**config.mk**
```make
export PLATFORM = sky130hd
export DESIGN_NAME = mii_rx_deframer
export DESIGN_NICKNAME = d
export VERILOG_FILES = /design/src/rtl/mii_rx_deframer.sv
export SDC_FILE = /design/constraint.sdc
export NUM_CORES = 1
export LEC_CHECK = 0
export CORE_UTILIZATION = 50
export DETAILED_ROUTE_END_ITERATION = 7
export GPL_ROUTABILITY_DRIVEN = 0
export PLACE_DENSITY = 0.76
export SYNTH_ARGS = -nofsm -noshare
export SYNTH_HDL_FRONTEND = slang
export SYNTH_SLANG_ARGS = --single-unit
```
**constraint.sdc**
```tcl
create_clock -name clk -period 5.4 [get_ports clk]
set_input_delay 1.08 -clock clk [delete_from_list [all_inputs] [get_ports clk]]
set_output_delay 1.08 -clock clk [all_outputs]
set_load 0.1 [all_outputs]
```
**src/rtl/mii_rx_deframer.sv**
```systemverilog
// mii_rx_deframer: MII receive preamble/SFD stripper, nibble-to-byte packer with CRC-32 check and frame counters
module mii_rx_deframer #(
    parameter int MIN_PREAMBLE_NIBBLES = 4,
    parameter int MIN_FRAME_BYTES      = 64,
    parameter int CNT_WIDTH            = 16
) (
    input  logic                 clk,
    input  logic                 rst,
    input  logic [3:0]           mii_rxd,
    input  logic                 mii_rx_dv,
    input  logic                 mii_rx_er,
    output logic [7:0]           m_axis_tdata,
    output logic                 m_axis_tvalid,
    output logic                 m_axis_tlast,
    output logic                 m_axis_tuser,
    output logic [CNT_WIDTH-1:0] frame_good_cnt,
    output logic [CNT_WIDTH-1:0] frame_bad_cnt
);
    typedef enum logic [1:0] {IDLE, PREAMBLE, DATA, DROP} state_t;
    state_t      state, state_nx;
    logic [3:0]  pcnt;
    logic [3:0]  lo;
    logic        have_lo;
    logic [7:0]  cur;
    logic        cur_v;
    logic [7:0]  hold;
    logic        hold_v;
    logic        bad;
    logic        fin;
    logic        fin_bad;
    logic [31:0] crc;
    logic [15:0] byte_cnt;

    function automatic logic [31:0] crc_byte(input logic [31:0] c, input logic [7:0] d);
        logic [31:0] r;
        r = c ^ {24'd0, d};
        for (int i = 0; i < 8; i++)
            r = r[0] ? (r >> 1) ^ 32'hEDB88320 : r >> 1;
        return r;
    endfunction

    assign fin_bad = !hold_v || bad || crc != 32'hDEBB20E3 || byte_cnt < 16'(MIN_FRAME_BYTES);

    // state register
    always_ff @(posedge clk or posedge rst)
        if (rst) state <= IDLE;
        else     state <= state_nx;

    // next-state: framing decisions from dv and nibble values only
    always_comb begin
        state_nx = state;
        case (state)
            IDLE:     if (mii_rx_dv) state_nx = (mii_rxd == 4'h5) ? PREAMBLE : DROP;
            PREAMBLE: if (!mii_rx_dv) state_nx = IDLE;
                      else if (mii_rxd == 4'h5) state_nx = PREAMBLE;
                      else if (mii_rxd == 4'hD && int'(pcnt) >= MIN_PREAMBLE_NIBBLES) state_nx = DATA;
                      else state_nx = DROP;
            DATA:     if (!mii_rx_dv) state_nx = IDLE;
            DROP:     if (!mii_rx_dv) state_nx = IDLE;
            default:  state_nx = IDLE;
        endcase
    end

    // datapath: nibble pairing, one-byte holdback, CRC, end-of-frame beat and counters
    always_ff @(posedge clk or posedge rst) begin
        if (rst) begin
            pcnt           <= '0;
            lo             <= '0;
            have_lo        <= 1'b0;
            cur            <= '0;
            cur_v          <= 1'b0;
            hold           <= '0;
            hold_v         <= 1'b0;
            bad            <= 1'b0;
            fin            <= 1'b0;
            crc            <= 32'hFFFFFFFF;
            byte_cnt       <= '0;
            m_axis_tdata   <= '0;
            m_axis_tvalid  <= 1'b0;
            m_axis_tlast   <= 1'b0;
            m_axis_tuser   <= 1'b0;
            frame_good_cnt <= '0;
            frame_bad_cnt  <= '0;
        end else begin
            m_axis_tvalid <= 1'b0;
            m_axis_tlast  <= 1'b0;
            m_axis_tuser  <= 1'b0;
            cur_v         <= 1'b0;
            fin           <= 1'b0;
            if (state == IDLE && mii_rx_dv && mii_rxd == 4'h5)
                pcnt <= 4'd1;
            if (state == PREAMBLE && mii_rx_dv && mii_rxd == 4'h5 && pcnt != 4'hF)
                pcnt <= pcnt + 4'd1;
            if (state == PREAMBLE && state_nx == DATA) begin
                crc      <= 32'hFFFFFFFF;
                byte_cnt <= '0;
                have_lo  <= 1'b0;
                hold_v   <= 1'b0;
                bad      <= 1'b0;
            end
            if (state == DATA) begin
                if (mii_rx_dv) begin
                    if (mii_rx_er) bad <= 1'b1;
                    if (have_lo) begin
                        cur   <= {mii_rxd, lo};
                        cur_v <= 1'b1;
                    end else begin
                        lo <= mii_rxd;
                    end
                    have_lo <= !have_lo;
                end else begin
                    if (have_lo) bad <= 1'b1;
                    have_lo <= 1'b0;
                    fin     <= 1'b1;
                end
            end
            if (cur_v) begin
                if (hold_v) begin
                    m_axis_tdata  <= hold;
                    m_axis_tvalid <= 1'b1;
                end
                hold   <= cur;
                hold_v <= 1'b1;
                crc    <= crc_byte(crc, cur);
                if (byte_cnt != 16'hFFFF) byte_cnt <= byte_cnt + 16'd1;
            end
            if (fin) begin
                hold_v <= 1'b0;
                if (hold_v) begin
                    m_axis_tdata  <= hold;
                    m_axis_tvalid <= 1'b1;
                    m_axis_tlast  <= 1'b1;
                    m_axis_tuser  <= fin_bad;
                end
                if (fin_bad) begin
                    if (frame_bad_cnt != '1) frame_bad_cnt <= frame_bad_cnt + CNT_WIDTH'(1);
                end else begin
                    if (frame_good_cnt != '1) frame_good_cnt <= frame_good_cnt + CNT_WIDTH'(1);
                end
            end
        end
    end
endmodule

```
* After elaboration in Yosys (flattened, before gate mapping) *
Cells that the tools add are included.

word-level totals
  memories = 0
  word-level logic and storage cells = 116
  input port bits = 8
  ROM bits = 0
  output and inout bits = 43
  memory bits (writable) = 0
  register bits = 122
  latch bits = 0

cells by class
  reduce and logical (&&, ||, !) cells = 22
  bitwise operators = 11
  magnitude comparators = 2
  add/sub/neg operators = 4
  muxes and demuxes = 48
  div/mod/pow operators = 0
  multiply operators = 0
  shifts and indexed selects = 0
  equal/unequal tests = 11

operators with widths
  operator                                                                        count
  32-bit 2-to-1 mux                                                               10
  13-bit inverter with 14-bit output                                              8
  16-bit by 1-bit adder with 16-bit output (second input constant)                3
  16-bit 2-to-1 mux                                                               3
  16-bit != test (second input constant)                                          3
  8-bit 2-to-1 mux                                                                4
  32-bit != test (second input constant)                                          1
  32-bit by 8-bit bitwise XOR with 32-bit output                                  1
  1-bit 2-to-1 mux                                                                23
  16-bit by 7-bit less-than comparator with 1-bit output (second input constant)  1
  3-bit AND reduction                                                             4
  2-bit 2-to-1 mux                                                                5
  4-bit 2-to-1 mux                                                                2
  1-bit logical AND                                                               7
  2-bit equality test (second input constant)                                     3
  2-bit case mux with 3 select lines                                              1
  2-bit nonzero test                                                              3
  4-bit by 1-bit adder with 4-bit output (second input constant)                  1
  4-bit by 3-bit equality test with 1-bit output (second input constant)          1
  4-bit equality test (second input constant)                                     1
  4-bit by 3-bit >= comparator with 1-bit output (second input constant)          1
  4-bit != test (second input constant)                                           1
  1-bit logical OR                                                                3
  3-bit nonzero test                                                              1
  5 further kinds                                                                 7

* Longest topological paths before layout *
  depth in word-level cells = 18
  mapped depth = 9
  gate-level depth less buffers = 7

* Worst setup path after synthesis *
OpenSTA, ideal clock, no wires.

  kind = reg-to-reg
  start point = register frame_bad_cnt[0]
  end point = register frame_bad_cnt[5]
  stages on the path, launching flop included = 10
  period minus slack after synthesis = 2,612 ps
  setup slack = 2,788 ps
  arrival = 2,453 ps
  data required time = 5,241 ps
  cells stage by stage = dfrtp_1 ha_1 and3_1 clkbuf_1 nor2b_1 nand4_1 o21a_1 buf_2 nand3_1 xnor2_1

on the way
  cells in the longest elaborated chain, start to end = 2
  elaborated cells on any way between the ends = 3

RTL lines
  item                                                                                              line  RTL
  start: declaration                                                                                17    output logic [CNT_WIDTH-1:0] frame_bad_cnt
  start signal: assignment                                                                          136   if (frame_bad_cnt != '1) frame_bad_cnt <= frame_bad_cnt + CNT_WIDTH'(1);
  parallel branches: the longest is 2 deep, another holds 16-bit by 1-bit adder with 16-bit output  -

Several ways; the timed one is not identified.
A chain may end at the register's enable or synchronous reset.

* Final worst setup path *
  start point = register frame_good_cnt[10]
  end point = output port frame_good_cnt[10]

RTL lines
  item                      line  RTL
  start: declaration        16    output logic [CNT_WIDTH-1:0] frame_good_cnt,
  start signal: assignment  138   if (frame_good_cnt != '1) frame_good_cnt <= frame_good_cnt + CNT_WIDTH'(1);

No word-level cell between the ends.

==> out/metrics.yaml <==
run_status:
  outcome: "finished, violations left"
  violations: "DRC"
die:
  row_count: 39
  dieArea_um2: 12400
  start_util_pct: 51.93
  io_pins: 51
  core_um2: 11520
  die_w_um: 111.4
  die_y_um: 111.4
routing:
  drc: 2
  vias_per_cell: 5.738
  drt-pass1-iter-count: 7
  first_iter_violations: 310
  antenna_left: 0
  num_vias: 4137
  drt-wirelength-per-cell_um: 17.19
  postRouteWirelength_um: 12390
cells_and_area:
  drive_gt1_share_pct: 20.93
  area_growth_syn_to_layout_pct: 19.81
  finalNonFillerCells: 721
  diodes: 0
  nets: 577
  final_area_um2: 7166
setup_path:
  cp.required_ns: 4.32
  path_cells: "clkdlybuf4s50_1"
  worstSetupPathType: "reg2out"
  cp_top_family: "buffers and inverters"
  reg2reg_depth: 6
  reg2reg_slack_ns: 2.87
  arrival_ns: 2.05
  crit_path_start_kind: "register"
  critPathMaxFanout: 5
  r2r_end: "frame_good_cnt[13]"
  slowest_delay_ns: 1.17
  worst-path-buf-inv: 1
  cp_slowest_cell: "clkdlybuf4s50_1"
  cp-end-kind: "primary output"
  rr_startpoint: "crc[26]"
grt:
  grt_pass1_wl_um: 21150
  track_usage_pct: 22.02
  grt_pass1_vias: 4104
  grt_max_degree: 64
  antenna_found_initial: 0
  gr-total-overflow: 0
yosys:
  yosysUniqueCellTypes: 56
  synth_cells: 511
  syn-cell-area_um2: 5981
  synth_warnings: 0
  yosysMostFrequentCell: "dfrtp_1"
  ys.flop_type: "dfrtp_1"
  syn_avg_cell_area_um2: 11.70
  synth_top_cell_by_area: "dfrtp_1"
  async_reset_ff_share_pct: 100.0
  syn_nets: 523
  synth.top_cells.by_count: "90 x dfrtp_1, 71 x xnor2_1, 32 x dfstp_2"
  synth_top_area_share_pct: 37.66
  synth_area_leaders: "dfrtp_1 38%, dfstp_2 14%, xnor2_1 10%"
  synth_edf_count: 0
  synth_seq_cells: 122
  synth.yosys.seq_area_share_pct: 51.72
placed_design:
  port_buffers: 50
  placed_area_um2: 6618
  dp_hpwl_um: 8469
  place_inst: 689
sta:
  finalSetupTns_ns: 0
  max_slew_margin_pct: 32.65
  clock_skew_ns: 0.007080
  rsz0062_at_grt: "no"
  setup_viol: 0
  fin_crit_ns: 3.129
  drv_slew: 0
  max_freq_mhz: 319.5
  tightest_slew_ns: 1.007
  finalHoldViolations: 0
  finalCritPeriodShare_pct: 57.95
clock_network:
  htree_levels: 4
  clk_pin_slew_ns: 0.06
  hold_buffers: 0
  clock_sinks: 122
  post_cts_resized: 0
  cts_tree: "built"
  clockBufferDepth: 2
  clk_latency_ns: 0.42
  cts-root-buf: "clkbuf_16"
  numCtsBuffers: 17
  post-cts-setup-buffer-count: 0
pwr:
  p_leak_nw: 2.906
  power_density_nw_per_um2: 724.0
  ir_drop_v: 0.0004618
min_path:
  worstHoldStart: "frame_good_cnt[4]"
  hold_depth: 1
  min_to: "frame_good_cnt[4]"
  min_path_type: "reg2reg"
flow_run:
  drv_cap: 0
final cells by class:
type                            count  area (um^2)
Tap cell                          143        178.9
Sequential cell                   122         3094
Clock inverter                     11        97.59
Inverter                            8        32.53
Timing Repair Buffer               55        538.0
Fill cell                         897         4350
Clock buffer                       21        450.4
Multi-Input combinational cell    361         2774
cells by family after synthesis:
family / Yosys count / synth area share, %
mux: 32 / 5.983
buf+inv: 28 / 1.987
compound gates: 72 / 8.243
simple gates: 148 / 14.73
xor+xnor: 105 / 16.51
fa+ha+maj: 4 / 0.8369
flops: 122 / 51.72
per-stage QoR:
stage / power [W] / setup slack [ns] / utilization (%) / hold WS [ns]
after detailed placement: 0.004131 / 2.133 / 57.46 / 0.4806
after floorplan: 0.003627 / 1.130 / - / 0.4396
final: 0.005188 / 2.271 / 62.22 / 0.4949
after global routing: 0.005484 / 2.221 / 62.22 / 0.5215
after CTS: 0.005209 / 2.240 / 62.22 / 0.5007
after global placement: 0.004086 / 2.197 / 57.46 / 0.4780
worst max-delay path by stage:
stage | startpoint | cells after the start | end
2_1_floorplan | rst | 1 | bad
5_1_grt | frame_good_cnt[10] | 1 | frame_good_cnt[10]
3_5_place_dp | mii_rxd[2] | 6 | crc[18]
3_3_place_gp | mii_rxd[0] | 6 | crc[17]
6_report | frame_good_cnt[10] | 1 | frame_good_cnt[10]
4_1_cts | frame_good_cnt[10] | 1 | frame_good_cnt[10]
metal layers:
metal	vias up	share of wire [%]	global-route usage (%)
met5	-	0	0
met4	0	1.7	8.288
met3	18	4.2	5.934
met2	103	48	34.08
met1	2076	46	29.82
li1	1940	-	-
where the power goes:
part	internal, W	switching, W
Clock	0.000642	0.000408
Sequential	0.00128	0.000299
Combinational	0.00112	0.00144
Total	0.00305	0.00214
sequential cells by signal (all words and copies together) (netlist names):
name	count
m_axis_tuser	1
frame_bad_cnt	16
frame_good_cnt	16
m_axis_tlast	1
lo	4
m_axis_tvalid	1
pcnt	4
cur_v	1
have_lo	1
cur	8
state	2
bad	1
crc	32
m_axis_tdata	8
hold	8
byte_cnt	16
fin	1
hold_v	1
placed cells by master (no fill, tap or decap), drive strengths merged, types with 4 or more instances in the layout:
| master | n |
|---|---|
| o21ai | 11 |
| clkinv | 4 |
| nor4 | 4 |
| dfstp | 32 |
| xor2 | 27 |
| nand2 | 24 |
| buf | 5 |
| xnor2 | 78 |
| dfrtp | 90 |
| nand3 | 29 |
| nor2 | 10 |
| a2bb2oi | 12 |
| nand4b | 5 |
| nor3 | 24 |
| and2 | 7 |
| o31ai | 6 |
| nand4 | 18 |
| a21oi | 26 |
| and3 | 9 |
| clkinvlp | 4 |
| clkdlybuf4s50 | 50 |
| inv | 10 |
| ha | 4 |
| mux2 | 30 |
| clkbuf | 21 |
Power figures use the tool's default switching activity.
